## src/rtl/display_scan_if.sv

```systemverilog
// Bus between the digit writer and the scan controller: shadow writes, commit
// strobe, and the scan outputs handed to the segment decoder.
interface display_scan_if;
  // wr_en and commit are single-cycle strobes that are always accepted, so
  // there is no ready signal. commit_pending reports that a commit is waiting
  // for the next frame boundary. choose/display_data are valid every cycle.
  logic       wr_en;
  logic [2:0] wr_addr;
  logic [5:0] wr_data;
  logic [7:0] en_mask;
  logic [7:0] blink_mask;
  logic       commit;
  logic       commit_pending;
  logic       frame_done;
  logic [7:0] choose;
  logic [5:0] display_data;
  logic [1:0] dbg_state;
  logic [2:0] dbg_idx;

  modport master (
    output wr_en, wr_addr, wr_data, en_mask, blink_mask, commit,
    input  commit_pending, frame_done, choose, display_data, dbg_state, dbg_idx
  );

  modport slave (
    input  wr_en, wr_addr, wr_data, en_mask, blink_mask, commit,
    output commit_pending, frame_done, choose, display_data, dbg_state, dbg_idx
  );
endinterface

```

## src/rtl/display_scan_ctrl.sv

```systemverilog
// Eight-digit time-multiplexed display scanner with a double-buffered frame,
// per-digit enable/blink masks and tear-free updates at frame boundaries.
module display_scan_ctrl #(
  parameter int DWELL_CYCLES = 100000,
  parameter int BLANK_CYCLES = 1000,
  parameter int BLINK_FRAMES = 62
) (
  input logic             clk,
  input logic             rst_n,
  display_scan_if.slave   bus
);

  localparam int CNT_MAX = (DWELL_CYCLES > BLANK_CYCLES) ? DWELL_CYCLES : BLANK_CYCLES;
  localparam int CNT_W   = (CNT_MAX > 1) ? $clog2(CNT_MAX) : 1;
  localparam int FR_W    = (BLINK_FRAMES > 1) ? $clog2(BLINK_FRAMES) : 1;

  localparam logic [CNT_W-1:0] BLANK_LAST = CNT_W'(BLANK_CYCLES - 1);
  localparam logic [CNT_W-1:0] DWELL_LAST = CNT_W'(DWELL_CYCLES - 1);
  localparam logic [FR_W-1:0]  FRAME_LAST = FR_W'(BLINK_FRAMES - 1);

  typedef enum logic [1:0] {
    ST_BLANK = 2'd0,
    ST_SHOW  = 2'd1
  } state_e;

  state_e           state_q, state_d;
  logic [2:0]       idx_q, idx_d;
  logic [CNT_W-1:0] cnt_q, cnt_d;
  logic [FR_W-1:0]  frame_cnt_q, frame_cnt_d;
  logic             blink_phase_q, blink_phase_d;

  logic [5:0]       shadow_q [8];
  logic [5:0]       shadow_d [8];
  logic [5:0]       active_q [8];
  logic [5:0]       active_d [8];
  logic [7:0]       pend_en_q, pend_en_d;
  logic [7:0]       pend_blink_q, pend_blink_d;
  logic [7:0]       act_en_q, act_en_d;
  logic [7:0]       act_blink_q, act_blink_d;
  logic             commit_pending_q, commit_pending_d;

  logic             frame_done_q, frame_done_d;
  logic [7:0]       choose_q, choose_d;
  logic [5:0]       display_data_q, display_data_d;

  logic             blank_end;
  logic             show_end;
  logic             boundary;
  logic             visible;

  always_comb begin
    state_d          = state_q;
    idx_d            = idx_q;
    cnt_d            = cnt_q;
    frame_cnt_d      = frame_cnt_q;
    blink_phase_d    = blink_phase_q;
    shadow_d         = shadow_q;
    active_d         = active_q;
    pend_en_d        = pend_en_q;
    pend_blink_d     = pend_blink_q;
    act_en_d         = act_en_q;
    act_blink_d      = act_blink_q;
    commit_pending_d = commit_pending_q;

    blank_end = (state_q == ST_BLANK) && (cnt_q == BLANK_LAST);
    show_end  = (state_q == ST_SHOW)  && (cnt_q == DWELL_LAST);
    boundary  = show_end && (idx_q == 3'd7);

    case (state_q)
      ST_BLANK: begin
        if (blank_end) begin
          cnt_d   = '0;
          state_d = ST_SHOW;
        end else begin
          cnt_d = cnt_q + 1'b1;
        end
      end
      ST_SHOW: begin
        if (show_end) begin
          cnt_d   = '0;
          state_d = ST_BLANK;
          idx_d   = idx_q + 3'd1;
        end else begin
          cnt_d = cnt_q + 1'b1;
        end
      end
      default: begin
        cnt_d   = '0;
        state_d = ST_BLANK;
      end
    endcase

    if (boundary) begin
      if (frame_cnt_q == FRAME_LAST) begin
        frame_cnt_d   = '0;
        blink_phase_d = ~blink_phase_q;
      end else begin
        frame_cnt_d = frame_cnt_q + 1'b1;
      end
      // A commit landing on the boundary edge defers the whole transfer one frame.
      if (commit_pending_q && !bus.commit) begin
        active_d         = shadow_q;
        act_en_d         = pend_en_q;
        act_blink_d      = pend_blink_q;
        commit_pending_d = 1'b0;
      end
    end

    if (bus.commit) begin
      pend_en_d        = bus.en_mask;
      pend_blink_d     = bus.blink_mask;
      commit_pending_d = 1'b1;
    end

    if (bus.wr_en) begin
      shadow_d[bus.wr_addr] = bus.wr_data;
    end

    // Outputs are computed from next-state so they line up with state/idx.
    visible        = act_en_d[idx_d] && !(act_blink_d[idx_d] && !blink_phase_d);
    choose_d       = ((state_d == ST_SHOW) && visible) ? (8'h01 << idx_d) : 8'h00;
    display_data_d = active_d[idx_d];
    frame_done_d   = (state_d == ST_SHOW) && (idx_d == 3'd7) && (cnt_d == DWELL_LAST);
  end

  always_ff @(posedge clk) begin
    if (!rst_n) begin
      state_q          <= ST_BLANK;
      idx_q            <= '0;
      cnt_q            <= '0;
      frame_cnt_q      <= '0;
      blink_phase_q    <= 1'b1;
      shadow_q         <= '{default: '0};
      active_q         <= '{default: '0};
      pend_en_q        <= '0;
      pend_blink_q     <= '0;
      act_en_q         <= '0;
      act_blink_q      <= '0;
      commit_pending_q <= 1'b0;
      frame_done_q     <= 1'b0;
      choose_q         <= '0;
      display_data_q   <= '0;
    end else begin
      state_q          <= state_d;
      idx_q            <= idx_d;
      cnt_q            <= cnt_d;
      frame_cnt_q      <= frame_cnt_d;
      blink_phase_q    <= blink_phase_d;
      shadow_q         <= shadow_d;
      active_q         <= active_d;
      pend_en_q        <= pend_en_d;
      pend_blink_q     <= pend_blink_d;
      act_en_q         <= act_en_d;
      act_blink_q      <= act_blink_d;
      commit_pending_q <= commit_pending_d;
      frame_done_q     <= frame_done_d;
      choose_q         <= choose_d;
      display_data_q   <= display_data_d;
    end
  end

  assign bus.commit_pending = commit_pending_q;
  assign bus.frame_done     = frame_done_q;
  assign bus.choose         = choose_q;
  assign bus.display_data   = display_data_q;
  assign bus.dbg_state      = state_q;
  assign bus.dbg_idx        = idx_q;

endmodule

```

## src/flat_wrapper.sv

```systemverilog
// flat-port wrapper written by rule: the top's interface ports become plain ports
module display_scan_ctrl_flat 
#(
  parameter int DWELL_CYCLES = 100000,
  parameter int BLANK_CYCLES = 1000,
  parameter int BLINK_FRAMES = 62
)
  (clk, rst_n, bus_wr_en, bus_wr_addr, bus_wr_data, bus_en_mask, bus_blink_mask, bus_commit, bus_commit_pending, bus_frame_done, bus_choose, bus_display_data, bus_dbg_state, bus_dbg_idx);
  display_scan_if bus_i ();
  input logic clk;
  input logic rst_n;
  input wire logic [$bits(bus_i.wr_en)-1:0] bus_wr_en;
  input wire logic [$bits(bus_i.wr_addr)-1:0] bus_wr_addr;
  input wire logic [$bits(bus_i.wr_data)-1:0] bus_wr_data;
  input wire logic [$bits(bus_i.en_mask)-1:0] bus_en_mask;
  input wire logic [$bits(bus_i.blink_mask)-1:0] bus_blink_mask;
  input wire logic [$bits(bus_i.commit)-1:0] bus_commit;
  output wire logic [$bits(bus_i.commit_pending)-1:0] bus_commit_pending;
  output wire logic [$bits(bus_i.frame_done)-1:0] bus_frame_done;
  output wire logic [$bits(bus_i.choose)-1:0] bus_choose;
  output wire logic [$bits(bus_i.display_data)-1:0] bus_display_data;
  output wire logic [$bits(bus_i.dbg_state)-1:0] bus_dbg_state;
  output wire logic [$bits(bus_i.dbg_idx)-1:0] bus_dbg_idx;
  assign bus_i.wr_en = bus_wr_en;
  assign bus_i.wr_addr = bus_wr_addr;
  assign bus_i.wr_data = bus_wr_data;
  assign bus_i.en_mask = bus_en_mask;
  assign bus_i.blink_mask = bus_blink_mask;
  assign bus_i.commit = bus_commit;
  assign bus_commit_pending = bus_i.commit_pending;
  assign bus_frame_done = bus_i.frame_done;
  assign bus_choose = bus_i.choose;
  assign bus_display_data = bus_i.display_data;
  assign bus_dbg_state = bus_i.dbg_state;
  assign bus_dbg_idx = bus_i.dbg_idx;
  display_scan_ctrl #(.DWELL_CYCLES(DWELL_CYCLES), .BLANK_CYCLES(BLANK_CYCLES), .BLINK_FRAMES(BLINK_FRAMES)) u_core (.clk(clk), .rst_n(rst_n), .bus(bus_i));
endmodule
```

## config.mk

```make
export PLATFORM = sky130hd
export DESIGN_NAME = display_scan_ctrl_flat
export DESIGN_NICKNAME = d
export VERILOG_FILES = /design/src/rtl/display_scan_if.sv /design/src/rtl/display_scan_ctrl.sv /design/src/flat_wrapper.sv
export SDC_FILE = /design/constraint.sdc
export NUM_CORES = 1
export LEC_CHECK = 0
export CAP_MARGIN = 20
export CORE_MARGIN = 5
export CORE_UTILIZATION = 58
export CTS_CLUSTER_SIZE = 24
export DETAILED_ROUTE_END_ITERATION = 16
export PLACE_DENSITY_LB_ADDON = 0.2
export SLEW_MARGIN = 20
export SYNTH_ARGS = -nofsm -noshare
export SYNTH_HDL_FRONTEND = slang
export SYNTH_SLANG_ARGS = --single-unit
```

## constraint.sdc

```tcl
create_clock -name clk -period 2.9 [get_ports clk]
set_input_delay 0.58 -clock clk [delete_from_list [all_inputs] [get_ports clk]]
set_output_delay 0.58 -clock clk [all_outputs]
set_load 0.005 [all_outputs]
```

==> out/qor.tcl <==
set qor(r2r-start) {u_core.cnt_q[0]}
set qor(fin_tns_setup_ns) 0
set qor(clock-sinks) 173
set qor(internal_reg_to_reg_setup_slack_ns) 0.17
set qor(series_of_cell_instances_along_the_critical_path) {ha_1 -> and4_1 -> and2_0 -> buf_4 -> nand4_1 -> nand2_2 -> buf_4 -> a22oi_1 -> a311oi_1}
set qor(critical-path-top-cell-by-count) {buf_4}
set qor(slowest_stage_cell_on_the_critical_path) {dfxtp_1}
set qor(antenna_found_initial) 0
set qor(post_synth_main_area_contributors) {dfxtp_1 (48%), mux2i_1 (11%), nor2_1 (6.2%)}
set qor(initial_utilization) 0.5948
set qor(wl_per_cell_um) 16.92
set qor(hold_crit_depth) 2
set qor(cp.arrival_ns) 3.05
set qor(ff2ff_path_depth) 9
set qor(grt_max_degree) 127
set qor(chipHeight_um) 121.2
set qor(finClkSkew_ns) 0.008945
set qor(hold_end) {u_core.active_q[30]}
set qor(final-hold-violation-count) 0
set qor(hold_path_startpoint) {u_core.active_q[30]}
set qor(routed_wirelength_um) 17450
set qor(ys.warnings.count) 0
set qor(syn_nets) 839
set qor(holdBufCountCts) 0
set qor(routability_congestion_estimate) 0.8841
set qor(async_reset_ff_frac) 0
set qor(synth.ff_latch_count) 173
set qor(power_density_relative_to_cell_area_nw_per_um2) 564.2
set qor(drt_iter0_markers) 503
set qor(post_synth_inst_count) 805
set qor(clockRootBuffer) {clkbuf_16}
set qor(worstSetupEndpointType) {register}
set qor(cts-root-to-sink-buffers) 2
set qor(final-max-slew-violation-count) 0
set qor(drtPass1Iterations) 5
set qor(cpPeakStageDelay_ns) 0.40
set qor(worst_ir_drop_vdd_mv) 0.5665
set qor(fin_hold_ws_ns) 0.4604
set qor(worst_pin_slew_ns) 0.6475
set qor(register_area_um2) 3463
set qor(synth_top_cell_by_area) {dfxtp_1}
set qor(route.antenna.remaining_nets) 0
set qor(numCtsBuffers) 17
set qor(rsz_0062_raised_after_global_routing) {no}
set qor(max_slew_margin) 0.5650
set qor(placeable_area_um2) 12060
set qor(seq_area_frac_synth) 0.4827
set qor(synthesis.area_um2) 7174
set qor(hold_class) {reg2reg}
set qor(dominantRegCellSynth) {dfxtp_1}
set qor(largest_fanout_on_the_critical_path) 15
set qor(peak_freq_mhz) 366.7
set qor(report.power.total_uw) 4823
set qor(synth_cell_types) 49
set qor(drive_above_1_share) 0.09733
set qor(synth_enable_flop_cells) 0
set qor(syn_avg_cell_area_um2) 8.912
set qor(design.final.nets) 885
set qor(detailedPlacementHpwl_um) 11880
set qor(critPathRequiredTime_ns) 3.22
set qor(wire_length_of_the_first_global_routing_pass_um) 28250
set qor(yosys.area.top_type_share) 0.4827
set qor(worst_skew_pair.late_latency_ns) 0.43
set qor(dieArea_um2) 14690
set qor(syn_to_final_growth_pct) 19.15
set qor(maxCapViolCount) 0
set qor(timing.final.setup_violations) 0
set qor(die-width_um) 121.2
set qor(detail_route.vias_per_cell) 5.790
set qor(outcome) {finished, final reports clean}
set qor(multiInputGateArea_um2) 3472
set qor(clk_pin_slew_worst_paths_ns) 0.06
set qor(antenna-diode-count) 0
set qor(grt_remaining_overflow) 0
set qor(period_needed_ns) 2.727
set qor(cts_tree) {done}
set qor(grt_usage) 0.2431
set qor(mostFrequentLayoutCells) {dfxtp_1 (173), nor2_1 (118), nand2_1 (111), mux2i_1 (78), a21oi_1 (64)}
set qor(fp-row-count) 40
set qor(crit_path_start_kind) {register}
set qor(route.detailed.drc) 0
set qor(io_buffers) 49
set qor(htree_num_levels) 4
set qor(top_level_ports) 50
set qor(setup.worst_path.class) {reg2reg}
set qor(layout_commonest_cell) {dfxtp_1}
set qor(leakagePower_uw) 0.003526
set qor(vias_in_the_first_global_route) 5726
set qor(vias) 5969
set qor(final_min_period_over_clock_period) 0.9403
set qor(fillerInstances) 920
set qor(worst_r2r_endpoint) {u_core.bus.display_data[4]}
-- through the flow --
step,utilization,cells,worst slack [ns],area (um^2)
floorplan,-,805,0.3786,7174
global route,0.7087,1031,0.003155,8548
global placement,0.6585,999,0.08871,7943
CTS,0.7062,1030,0.1048,8518
finish,0.7087,1031,0.1730,8548
detailed placement,0.6585,999,-0.09610,7943
-- cell usage after synthesis, types with 2 or more instances --
master	number
and3_1	7
nor2_1	118
clkbuf_1	32
and2_0	2
a22oi_1	16
o21ai_0	16
buf_1	10
nor4_1	3
a22o_1	6
o22ai_1	2
buf_2	14
a311oi_1	6
mux2_2	4
dfxtp_1	173
mux2_1	2
nor2b_1	7
or3_1	3
nand2_1	113
nand2b_1	2
xnor2_1	8
nor3_1	5
nand3_1	19
nand4b_1	3
and2_1	13
and4_1	3
a2111oi_0	6
mux2i_1	78
nor3b_1	3
o41ai_1	2
a21oi_1	64
mux2_4	6
ha_1	5
nand4_1	20
xor2_1	15
inv_1	5
-- critical path, delay by kind of cell, from the launching register on --
kind,cells,cell delay (ns)
adder cells (fa/ha/maj),1,0.27
buffers and inverters,2,0.47
flip-flops,1,0.40
AND/OR/NAND/NOR,4,1.03
AO/OA/AOI/OAI,2,0.45
-- repair_timing --
item / 4_1_cts / 5_1_grt
resized for setup: 0 / 12
setup endpoints to repair: 0 / 14
buffers inserted: 0 / 1
-- layout make-up --
cell class	instances	area share
clock buffer	21	0.05386
clock inverter	10	0.01347
inverter	6	0.002781
multi-input combinational	569	0.4062
sequential	173	0.4052
tap	168	0.02459
timing repair buffer	84	0.09397
-- state kept, by name, summed over array words and instances (netlist names) --
signal                     flops
u_core.bus.dbg_state           2
u_core.act_blink_q             8
u_core.active_q               48
u_core.bus.display_data        6
u_core.act_en_q                8
u_core.bus.dbg_idx             3
u_core.frame_cnt_q             6
u_core.cnt_q                  17
u_core.pend_en_q               8
u_core.pend_blink_q            8
u_core.bus.commit_pending      1
u_core.blink_phase_q           1
u_core.bus.choose              8
u_core.shadow_q               48
u_core.bus.frame_done          1
-- cell families (layout without fill, tap and decap cells) --
| logic type | Yosys count | count (layout) | share of synthesized area |
|---|---|---|---|
| other | 1 | 1 | 0.0005227 |
| AO/OA/AOI/OAI | 122 | 122 | 0.1032 |
| XOR/XNOR | 23 | 23 | 0.02808 |
| adder cells (fa/ha/maj) | 5 | 5 | 0.008720 |
| flip-flops | 173 | 173 | 0.4827 |
| buffers and inverters | 63 | 121 | 0.03645 |
| AND/OR/NAND/NOR | 328 | 328 | 0.2095 |
| multiplexers | 90 | 90 | 0.1308 |
-- per-layer routing --
layer	wire (um)	GRT usage	part of all wire	vias to the layer above
met5	0	0	0	-
met1	7924	0.3201	0.45	2887
met3	924	0.06107	0.053	26
met2	8339	0.3953	0.48	184
li1	-	-	-	2872
met4	258	0.07353	0.015	0
-- power by group --
part           internal, uW  leakage (uW)  switching (uW)  total, uW
Combinational          80.9       0.00184            93.3        174
Clock                  1310      0.000287             914       2220
Sequential             2410       0.00140            19.6       2430
Total                  3800       0.00353            1030       4820
-- how the worst max path moves through the flow --
| stage | end | depth (start not counted) | start |
|---|---|---|---|
| after floorplan | u_core.bus.display_data[5] | 10 | bus_commit |
| after global placement | u_core.bus.display_data[3] | 9 | bus_commit |
| after detailed placement | u_core.bus.display_data[3] | 9 | bus_commit |
| after CTS | u_core.bus.choose[6] | 10 | u_core.cnt_q[0] |
| after global routing | u_core.bus.display_data[4] | 9 | u_core.cnt_q[0] |
| final | u_core.bus.display_data[4] | 9 | u_core.cnt_q[0] |
Power figures use the tool's default switching activity.
